### src/rtl/control_sequencer.sv
// control_sequencer: fetch/decode/execute controller for the 8-bit SAP-2
// datapath. A registered T-state counter and a halt bit are combined with
// the current opcode and flags to produce one 16-bit control word per cycle.
// Optional build macro CTRL_VARIABLE_LENGTH_EN: when defined, each
// instruction returns to T0 right after its last active step instead of
// always running the fixed seven T-states.
module control_sequencer #(
  parameter int OPCODE_WIDTH = 4,
  parameter int STEP_WIDTH   = 3
) (
  input  logic                    clk,
  input  logic                    reset,
  input  logic [OPCODE_WIDTH-1:0] opcode_i,
  input  logic                    flag_carry_i,
  input  logic                    flag_zero_i,
  input  logic                    flag_negative_i,
  output logic [15:0]             ctrl_word_o,
  output logic [STEP_WIDTH-1:0]   step_o,
  output logic                    halt_o
);

  typedef enum logic [STEP_WIDTH-1:0] {T0, T1, T2, T3, T4, T5, T6} step_t;

  localparam logic [STEP_WIDTH-1:0] STEP_ONE = STEP_WIDTH'(1);

  localparam logic [OPCODE_WIDTH-1:0] OP_LDA  = OPCODE_WIDTH'(4'h1);
  localparam logic [OPCODE_WIDTH-1:0] OP_ADD  = OPCODE_WIDTH'(4'h2);
  localparam logic [OPCODE_WIDTH-1:0] OP_SUB  = OPCODE_WIDTH'(4'h3);
  localparam logic [OPCODE_WIDTH-1:0] OP_STA  = OPCODE_WIDTH'(4'h4);
  localparam logic [OPCODE_WIDTH-1:0] OP_LDI  = OPCODE_WIDTH'(4'h5);
  localparam logic [OPCODE_WIDTH-1:0] OP_JMP  = OPCODE_WIDTH'(4'h6);
  localparam logic [OPCODE_WIDTH-1:0] OP_JC   = OPCODE_WIDTH'(4'h7);
  localparam logic [OPCODE_WIDTH-1:0] OP_JZ   = OPCODE_WIDTH'(4'h8);
  localparam logic [OPCODE_WIDTH-1:0] OP_JN   = OPCODE_WIDTH'(4'h9);
  localparam logic [OPCODE_WIDTH-1:0] OP_OUTA = OPCODE_WIDTH'(4'hE);
  localparam logic [OPCODE_WIDTH-1:0] OP_HLT  = OPCODE_WIDTH'(4'hF);

  // Control word bit positions, MSB first.
  localparam logic [15:0] CW_HLT        = 16'h8000;
  localparam logic [15:0] CW_PC_INC     = 16'h4000;
  localparam logic [15:0] CW_PC_LOAD    = 16'h2000;
  localparam logic [15:0] CW_PC_OE      = 16'h1000;
  localparam logic [15:0] CW_MAR_LOAD   = 16'h0800;
  localparam logic [15:0] CW_RAM_OE     = 16'h0400;
  localparam logic [15:0] CW_RAM_LOAD   = 16'h0200;
  localparam logic [15:0] CW_IR_LOAD    = 16'h0100;
  localparam logic [15:0] CW_IR_OE      = 16'h0080;
  localparam logic [15:0] CW_A_LOAD     = 16'h0040;
  localparam logic [15:0] CW_A_OE       = 16'h0020;
  localparam logic [15:0] CW_B_LOAD     = 16'h0010;
  localparam logic [15:0] CW_ALU_OE     = 16'h0008;
  localparam logic [15:0] CW_ALU_SUB    = 16'h0004;
  localparam logic [15:0] CW_FLAGS_LOAD = 16'h0002;
  localparam logic [15:0] CW_OUT_LOAD   = 16'h0001;

  step_t       step_reg, step_next;
  step_t       last_step;
  logic        halt_reg, halt_next;
  logic [15:0] ctrl_word;

  // Last T-state of the current instruction; the counter wraps after it.
  always_comb begin
    last_step = T6;
`ifdef CTRL_VARIABLE_LENGTH_EN
    case (opcode_i)
      OP_LDA, OP_STA: last_step = T3;
      OP_ADD, OP_SUB: last_step = T4;
      default:        last_step = T2;
    endcase
`endif
  end

  // Next T-state and halt: HLT in T2 freezes the counter at T2 for good.
  always_comb begin
    step_next = step_reg;
    halt_next = halt_reg;
    if (halt_reg) begin
      step_next = step_reg;
    end else if (step_reg == T2 && opcode_i == OP_HLT) begin
      halt_next = 1'b1;
    end else if (step_reg == last_step) begin
      step_next = T0;
    end else begin
      step_next = step_t'(step_reg + STEP_ONE);
    end
  end

  // State register with synchronous active-low reset.
  always_ff @(posedge clk) begin
    if (!reset) begin
      step_reg <= T0;
      halt_reg <= 1'b0;
    end else begin
      step_reg <= step_next;
      halt_reg <= halt_next;
    end
  end

  // Microcode decode: word from current step, opcode and flags; silent in reset or halt.
  always_comb begin
    ctrl_word = '0;
    if (reset && !halt_reg) begin
      case (step_reg)
        T0: ctrl_word = CW_PC_OE | CW_MAR_LOAD;
        T1: ctrl_word = CW_RAM_OE | CW_IR_LOAD | CW_PC_INC;
        T2: begin
          case (opcode_i)
            OP_LDA, OP_ADD, OP_SUB, OP_STA: ctrl_word = CW_IR_OE | CW_MAR_LOAD;
            OP_LDI:  ctrl_word = CW_IR_OE | CW_A_LOAD | CW_FLAGS_LOAD;
            OP_JMP:  ctrl_word = CW_IR_OE | CW_PC_LOAD;
            OP_JC:   if (flag_carry_i)    ctrl_word = CW_IR_OE | CW_PC_LOAD;
            OP_JZ:   if (flag_zero_i)     ctrl_word = CW_IR_OE | CW_PC_LOAD;
            OP_JN:   if (flag_negative_i) ctrl_word = CW_IR_OE | CW_PC_LOAD;
            OP_OUTA: ctrl_word = CW_A_OE | CW_OUT_LOAD;
            OP_HLT:  ctrl_word = CW_HLT;
            default: ctrl_word = '0;
          endcase
        end
        T3: begin
          case (opcode_i)
            OP_LDA:         ctrl_word = CW_RAM_OE | CW_A_LOAD | CW_FLAGS_LOAD;
            OP_ADD, OP_SUB: ctrl_word = CW_RAM_OE | CW_B_LOAD;
            OP_STA:         ctrl_word = CW_A_OE | CW_RAM_LOAD;
            default:        ctrl_word = '0;
          endcase
        end
        T4: begin
          case (opcode_i)
            OP_ADD:  ctrl_word = CW_ALU_OE | CW_A_LOAD | CW_FLAGS_LOAD;
            OP_SUB:  ctrl_word = CW_ALU_OE | CW_A_LOAD | CW_FLAGS_LOAD | CW_ALU_SUB;
            default: ctrl_word = '0;
          endcase
        end
        default: ctrl_word = '0;
      endcase
    end
  end

  assign ctrl_word_o = ctrl_word;
  assign step_o      = step_reg;
  assign halt_o      = halt_reg;

endmodule
### config.mk
export PLATFORM = sky130hd
export DESIGN_NAME = control_sequencer
export DESIGN_NICKNAME = d
export VERILOG_FILES = /design/src/rtl/control_sequencer.sv
export SDC_FILE = /design/constraint.sdc
export NUM_CORES = 1
export LEC_CHECK = 0
export ABC_AREA = 1
export CAP_MARGIN = 0
export CORE_MARGIN = 2
export CORE_UTILIZATION = 37
export CTS_CLUSTER_DIAMETER = 50
export CTS_CLUSTER_SIZE = 8
export DETAILED_ROUTE_END_ITERATION = 8
export PLACE_DENSITY = 0.89
export SYNTH_ARGS = -nofsm -noshare
export SYNTH_HDL_FRONTEND = slang
export SYNTH_SLANG_ARGS = --single-unit
### constraint.sdc
create_clock -name clk -period 1.9 [get_ports clk]
set_input_delay 0.38 -clock clk [delete_from_list [all_inputs] [get_ports clk]]
set_output_delay 0.38 -clock clk [all_outputs]
set_load 0.1 [all_outputs]
==> flow_summary.yaml, run 1 <==
synth:
  syn_nets: 101
  synth_area_leaders: "dfxtp_1 15%, nand2_1 14%, inv_1 11%"
  netlist.area_leader.share: 0.154
  synth.distinct_cells: 18
  synth_area_um2: 519
  synth_seq_cells: 4
  ys_seq_area_frac: 0.154
  yosysWarnings: 0
  yosys.area.top_type: "dfxtp_1"
  syn_area_per_cell_um2: 5.71
  synthCells: 91
clock_tree:
  htreeDepth: 1
  cts_buffers: 3
  post-cts-setup-buffer-count: 7
  clock-sinks: 4
  clk_path_buf_depth: 2
  cts_resized: 21
  cts-root-buf: "clkbuf_4"
  ctsHoldBuffers: 0
floorplan:
  die_w_um: 41.5
  rows: 13
  pin_count: 29
  initial_core_util: 0.399
  die_y_um: 41.5
place:
  post-dp-hpwl_um: 1860
  port_buffers: 28
  dpl_cell_area_mm2: 0.00121
  routabilityCongestion: 0.794
status:
  run_status: "did not finish"
  tool.error: "[ERROR DPL-0038] Utilization greater than 100%, impossible to legalize"
  stop_stage: "clock tree synthesis (4_1_cts)"
==> synth_stat cells (all sizes together) <==
| cell type | number |
|---|---|
| nand3 | 9 |
| nor2 | 13 |
| nor3b | 1 |
| clkbuf | 1 |
| nor3 | 1 |
| dfxtp | 4 |
| ha | 1 |
| buf | 2 |
| inv | 18 |
| o22ai | 2 |
| nand4 | 5 |
| a21oi | 3 |
| o21ai | 5 |
| nand2 | 26 |
==> cell families after synthesis <==
| kind of cell | count (synthesis) | share of synthesized area |
|---|---|---|
| simple gates | 55 | 0.552 |
| buf+inv | 21 | 0.169 |
| compound gates | 10 | 0.101 |
| flops | 4 | 0.154 |
| fa+ha+maj | 1 | 0.0241 |
==> through the flow <==
step | std cells | worst slack, ns
2_1_floorplan | 91 | -0.355
3_3_place_gp | 142 | -0.281
3_5_place_dp | 142 | -0.369
==> run 2, diff against run 1 <==
--- a/config.mk
+++ b/config.mk
@@ -7,12 +7,10 @@
 export LEC_CHECK = 0
 export ABC_AREA = 1
 export CAP_MARGIN = 0
-export CORE_MARGIN = 2
-export CORE_UTILIZATION = 37
-export CTS_CLUSTER_DIAMETER = 50
-export CTS_CLUSTER_SIZE = 8
+export CORE_AREA = 2 2 63 65
 export DETAILED_ROUTE_END_ITERATION = 8
-export PLACE_DENSITY = 0.89
+export DIE_AREA = 0 0 65 67
+export PLACE_DENSITY_LB_ADDON = 0.15
 export SYNTH_ARGS = -nofsm -noshare
 export SYNTH_HDL_FRONTEND = slang
 export SYNTH_SLANG_ARGS = --single-unit
==> run 2 against run 1 <==
  * The run now ends clean
  * Synthesized cell count stayed put
  * Area after synthesis stayed put
==> flow_summary.yaml, run 2 <==
synth:
  synthCells: 91
  synth_seq_cells: 4
  synth-simple-area-share: 0.552
  synth_edf_count: 0
  async_reset_ff_frac: 0
  synthAdderAreaFrac: 0.0241
  yosysMostFrequentCell: "nand2_1"
  synthTopCellsByCount: "20 x nand2_1, 15 x inv_1, 12 x nor2_1, 9 x nand3_1"
  ys_seq_area_frac: 0.154
  synth.area.mux_share: 0
  yosys.area.top_type: "dfxtp_1"
  synth_compound_area_frac: 0.101
  syn_nets: 101
  syn_area_per_cell_um2: 5.71
  synth_area_leaders: "dfxtp_1 15%, nand2_1 14%, inv_1 11%"
  synth_area_um2: 519
  netlist.area_leader.share: 0.154
  yosysWarnings: 0
  synth.distinct_cells: 18
  synth_top_flop_cell: "dfxtp_1"
  synth_top_family_by_area: "simple AND/OR/NAND/NOR gates"
  synth-xor-area-share: 0
status:
  run_status: "finished clean"
setup_path:
  cp-start-kind: "flop"
  reg2reg_depth: 8
  crit_fanout: 6
  r2r-end: "step_o[0]"
  rrSetupSlack_ns: 0.78
  crit_type: "reg -> out"
  crit_chain: "inv_4 > nand3_1 > inv_2 > nand2_2 > buf_4 > o22ai_4 > buf_12"
  timing.rr.start: "step_o[2]"
  worst_setup_path_end_kind: "primary output"
  critPathMaxStageDelay_ns: 0.36
  worstPathRequired_ns: 1.52
  slowest_stage: "dfxtp_4"
  cp_data_arrival_time_ns: 1.47
power_and_ir_drop:
  seqPwrFrac: 0.146
  sw_frac_of_total: 0.447
  ir_drop_uv: 409
  p_per_area_mw_per_mm2: 482
  p_leak_nw: 0.691
  cellInternalPower_mw: 0.387
  power_frac_clock: 0.259
  p_comb_frac: 0.595
  p_total_mw: 0.701
  p_switching_mw: 0.313
grt:
  antenna_found_initial: 0
  grt_pass1_wl_um: 3510
  grt_max_degree: 9
  grt_usage: 0.103
  gr-total-overflow: 0
  grt_pass1_vias: 771
route:
  drt_pre_antenna_iters: 4
  final_antenna_net_count: 0
  vias: 779
  vias_per_cell: 3.97
  drc_errors: 0
  top_layer_used: "met4"
  wl_per_cell_um: 10.5
  wirelength_um: 2050
  wl_met3_um: 101
  drt-initial-drc-count: 8
  dr_wl_met2_um: 1010
  wl_met1_um: 902
finish:
  largest_reg_flops: 3
  drive_above_1_share: 0.669
  final_cell_mix: "29 x buf_4, 20 x buf_12, 15 x nand2_1"
  syn2layout_area_growth_pct: 180
  antenna_cells: 0
  final_cells: 196
  post-route-util: 0.404
  layout_commonest_cell: "buf_4"
  fin_nets: 160
clock_tree:
  clock-sinks: 4
  ctsHoldBuffers: 0
  cts_buffers: 3
  cts-root-buf: "clkbuf_8"
  cts.clk_slew.worst_paths_ns: 0.03
  clk_path_buf_depth: 2
  htreeDepth: 1
  cts_tree: "yes"
  worstSkewPairLatency_ns: 0.22
floorplan:
  die_area_mm2: 0.00436
  core-area_mm2: 0.00361
  initial_core_util: 0.144
  rows: 22
  die_y_um: 67
  pin_count: 29
  die_w_um: 65
place:
  port_buffers: 28
  numPlacedInstances: 183
  place_ws_ns: -0.320
  post-dp-hpwl_um: 1640
  routabilityCongestion: 0.815
worst_hold_path:
  whs_path_depth: 2
  holdCritPathClass: "reg -> reg"
  min_from: "step_o[0]"
  min_to: "step_o[0]"
sta:
  fin_crit_sh: 0.974
  setup_tns_ns: 0
  max_slew_margin: 0.728
  fin_crit_ns: 1.85
  rsz0062_at_grt: "true"
  tightest_slew_ns: 0.407
  fmax_mhz: 540
  final_hold_viol_count: 0
  layout_setup_ws_ns: 0.0490
  finalClockSkew_ns: 0.00143
  setup_viol: 0
  drv_slew: 0
flow_run:
  max_cap_viol_count: 0
run 2: cell counts after synthesis:
No cell type changed its count.
run 2: critical path, delay by kind of cell, from the launching register on:
family	cells	cell delay (ns)
compound gates	1	0.19
buf+inv	4	0.56
flops	1	0.36
simple gates	2	0.15
run 2: worst max path at each step:
| stage | endpoint | depth (start not counted) | start |
|---|---|---|---|
| 3_3_place_gp | ctrl_word_o[1] | 9 | opcode_i[1] |
| 4_1_cts | ctrl_word_o[11] | 8 | opcode_i[2] |
| 5_1_grt | ctrl_word_o[6] | 8 | step_o[0] |
| 6_report | ctrl_word_o[5] | 7 | step_o[2] |
| 3_5_place_dp | ctrl_word_o[6] | 9 | opcode_i[1] |
| 2_1_floorplan | ctrl_word_o[6] | 7 | step_o[2] |
run 2: what timing repair did:
action / 4_1_cts / 5_1_grt
setup buffers: 0 / 10
gates resized for setup: 15 / 19
endpoints found under the setup margin: 16 / 12
pin swaps: 4 / 15
run 2: cells by family after synthesis:
kind of cell | count (synthesis)
AND/OR/NAND/NOR | 55
buffers and inverters | 21
AO/OA/AOI/OAI | 10
flip-flops | 4
adder cells (fa/ha/maj) | 1
run 2: power by group through the flow:
stage	Combinational, mW	Clock (mW)	Sequential (mW)
after CTS	0.381	0.190	0.108
after detailed placement	0.379	0	0.109
after global routing	0.437	0.199	0.103
after floorplan	0.193	0	0.147
after global placement	0.378	0	0.109
final	0.417	0.182	0.102
run 2: final cells by class:
| class | count | area [um^2] |
|---|---|---|
| well taps | 48 | 60.1 |
| inverters | 18 | 77.6 |
| multi-input cells | 66 | 494 |
| clock buffers | 3 | 41.3 |
| fillers | 380 | 2150 |
| flip-flops and latches | 4 | 95.1 |
| repair buffers | 57 | 687 |
run 2: metal layers:
metal | up-vias | track usage
met3 | 3 | 0.0152
met4 | 0 | 0.0479
met5 | - | 0
met1 | 351 | 0.126
li1 | 405 | -
met2 | 20 | 0.177
run 2: stage by stage:
stage          hold WS (ns)  instance area, um^2
3_5_place_dp          0.538                 1310
4_1_cts               0.545                 1360
2_1_floorplan         0.508                  671
6_report              0.530                 1460
3_3_place_gp          0.528                 1310
5_1_grt               0.556                 1460
No activity file was read; power rests on OpenSTA's default activity.
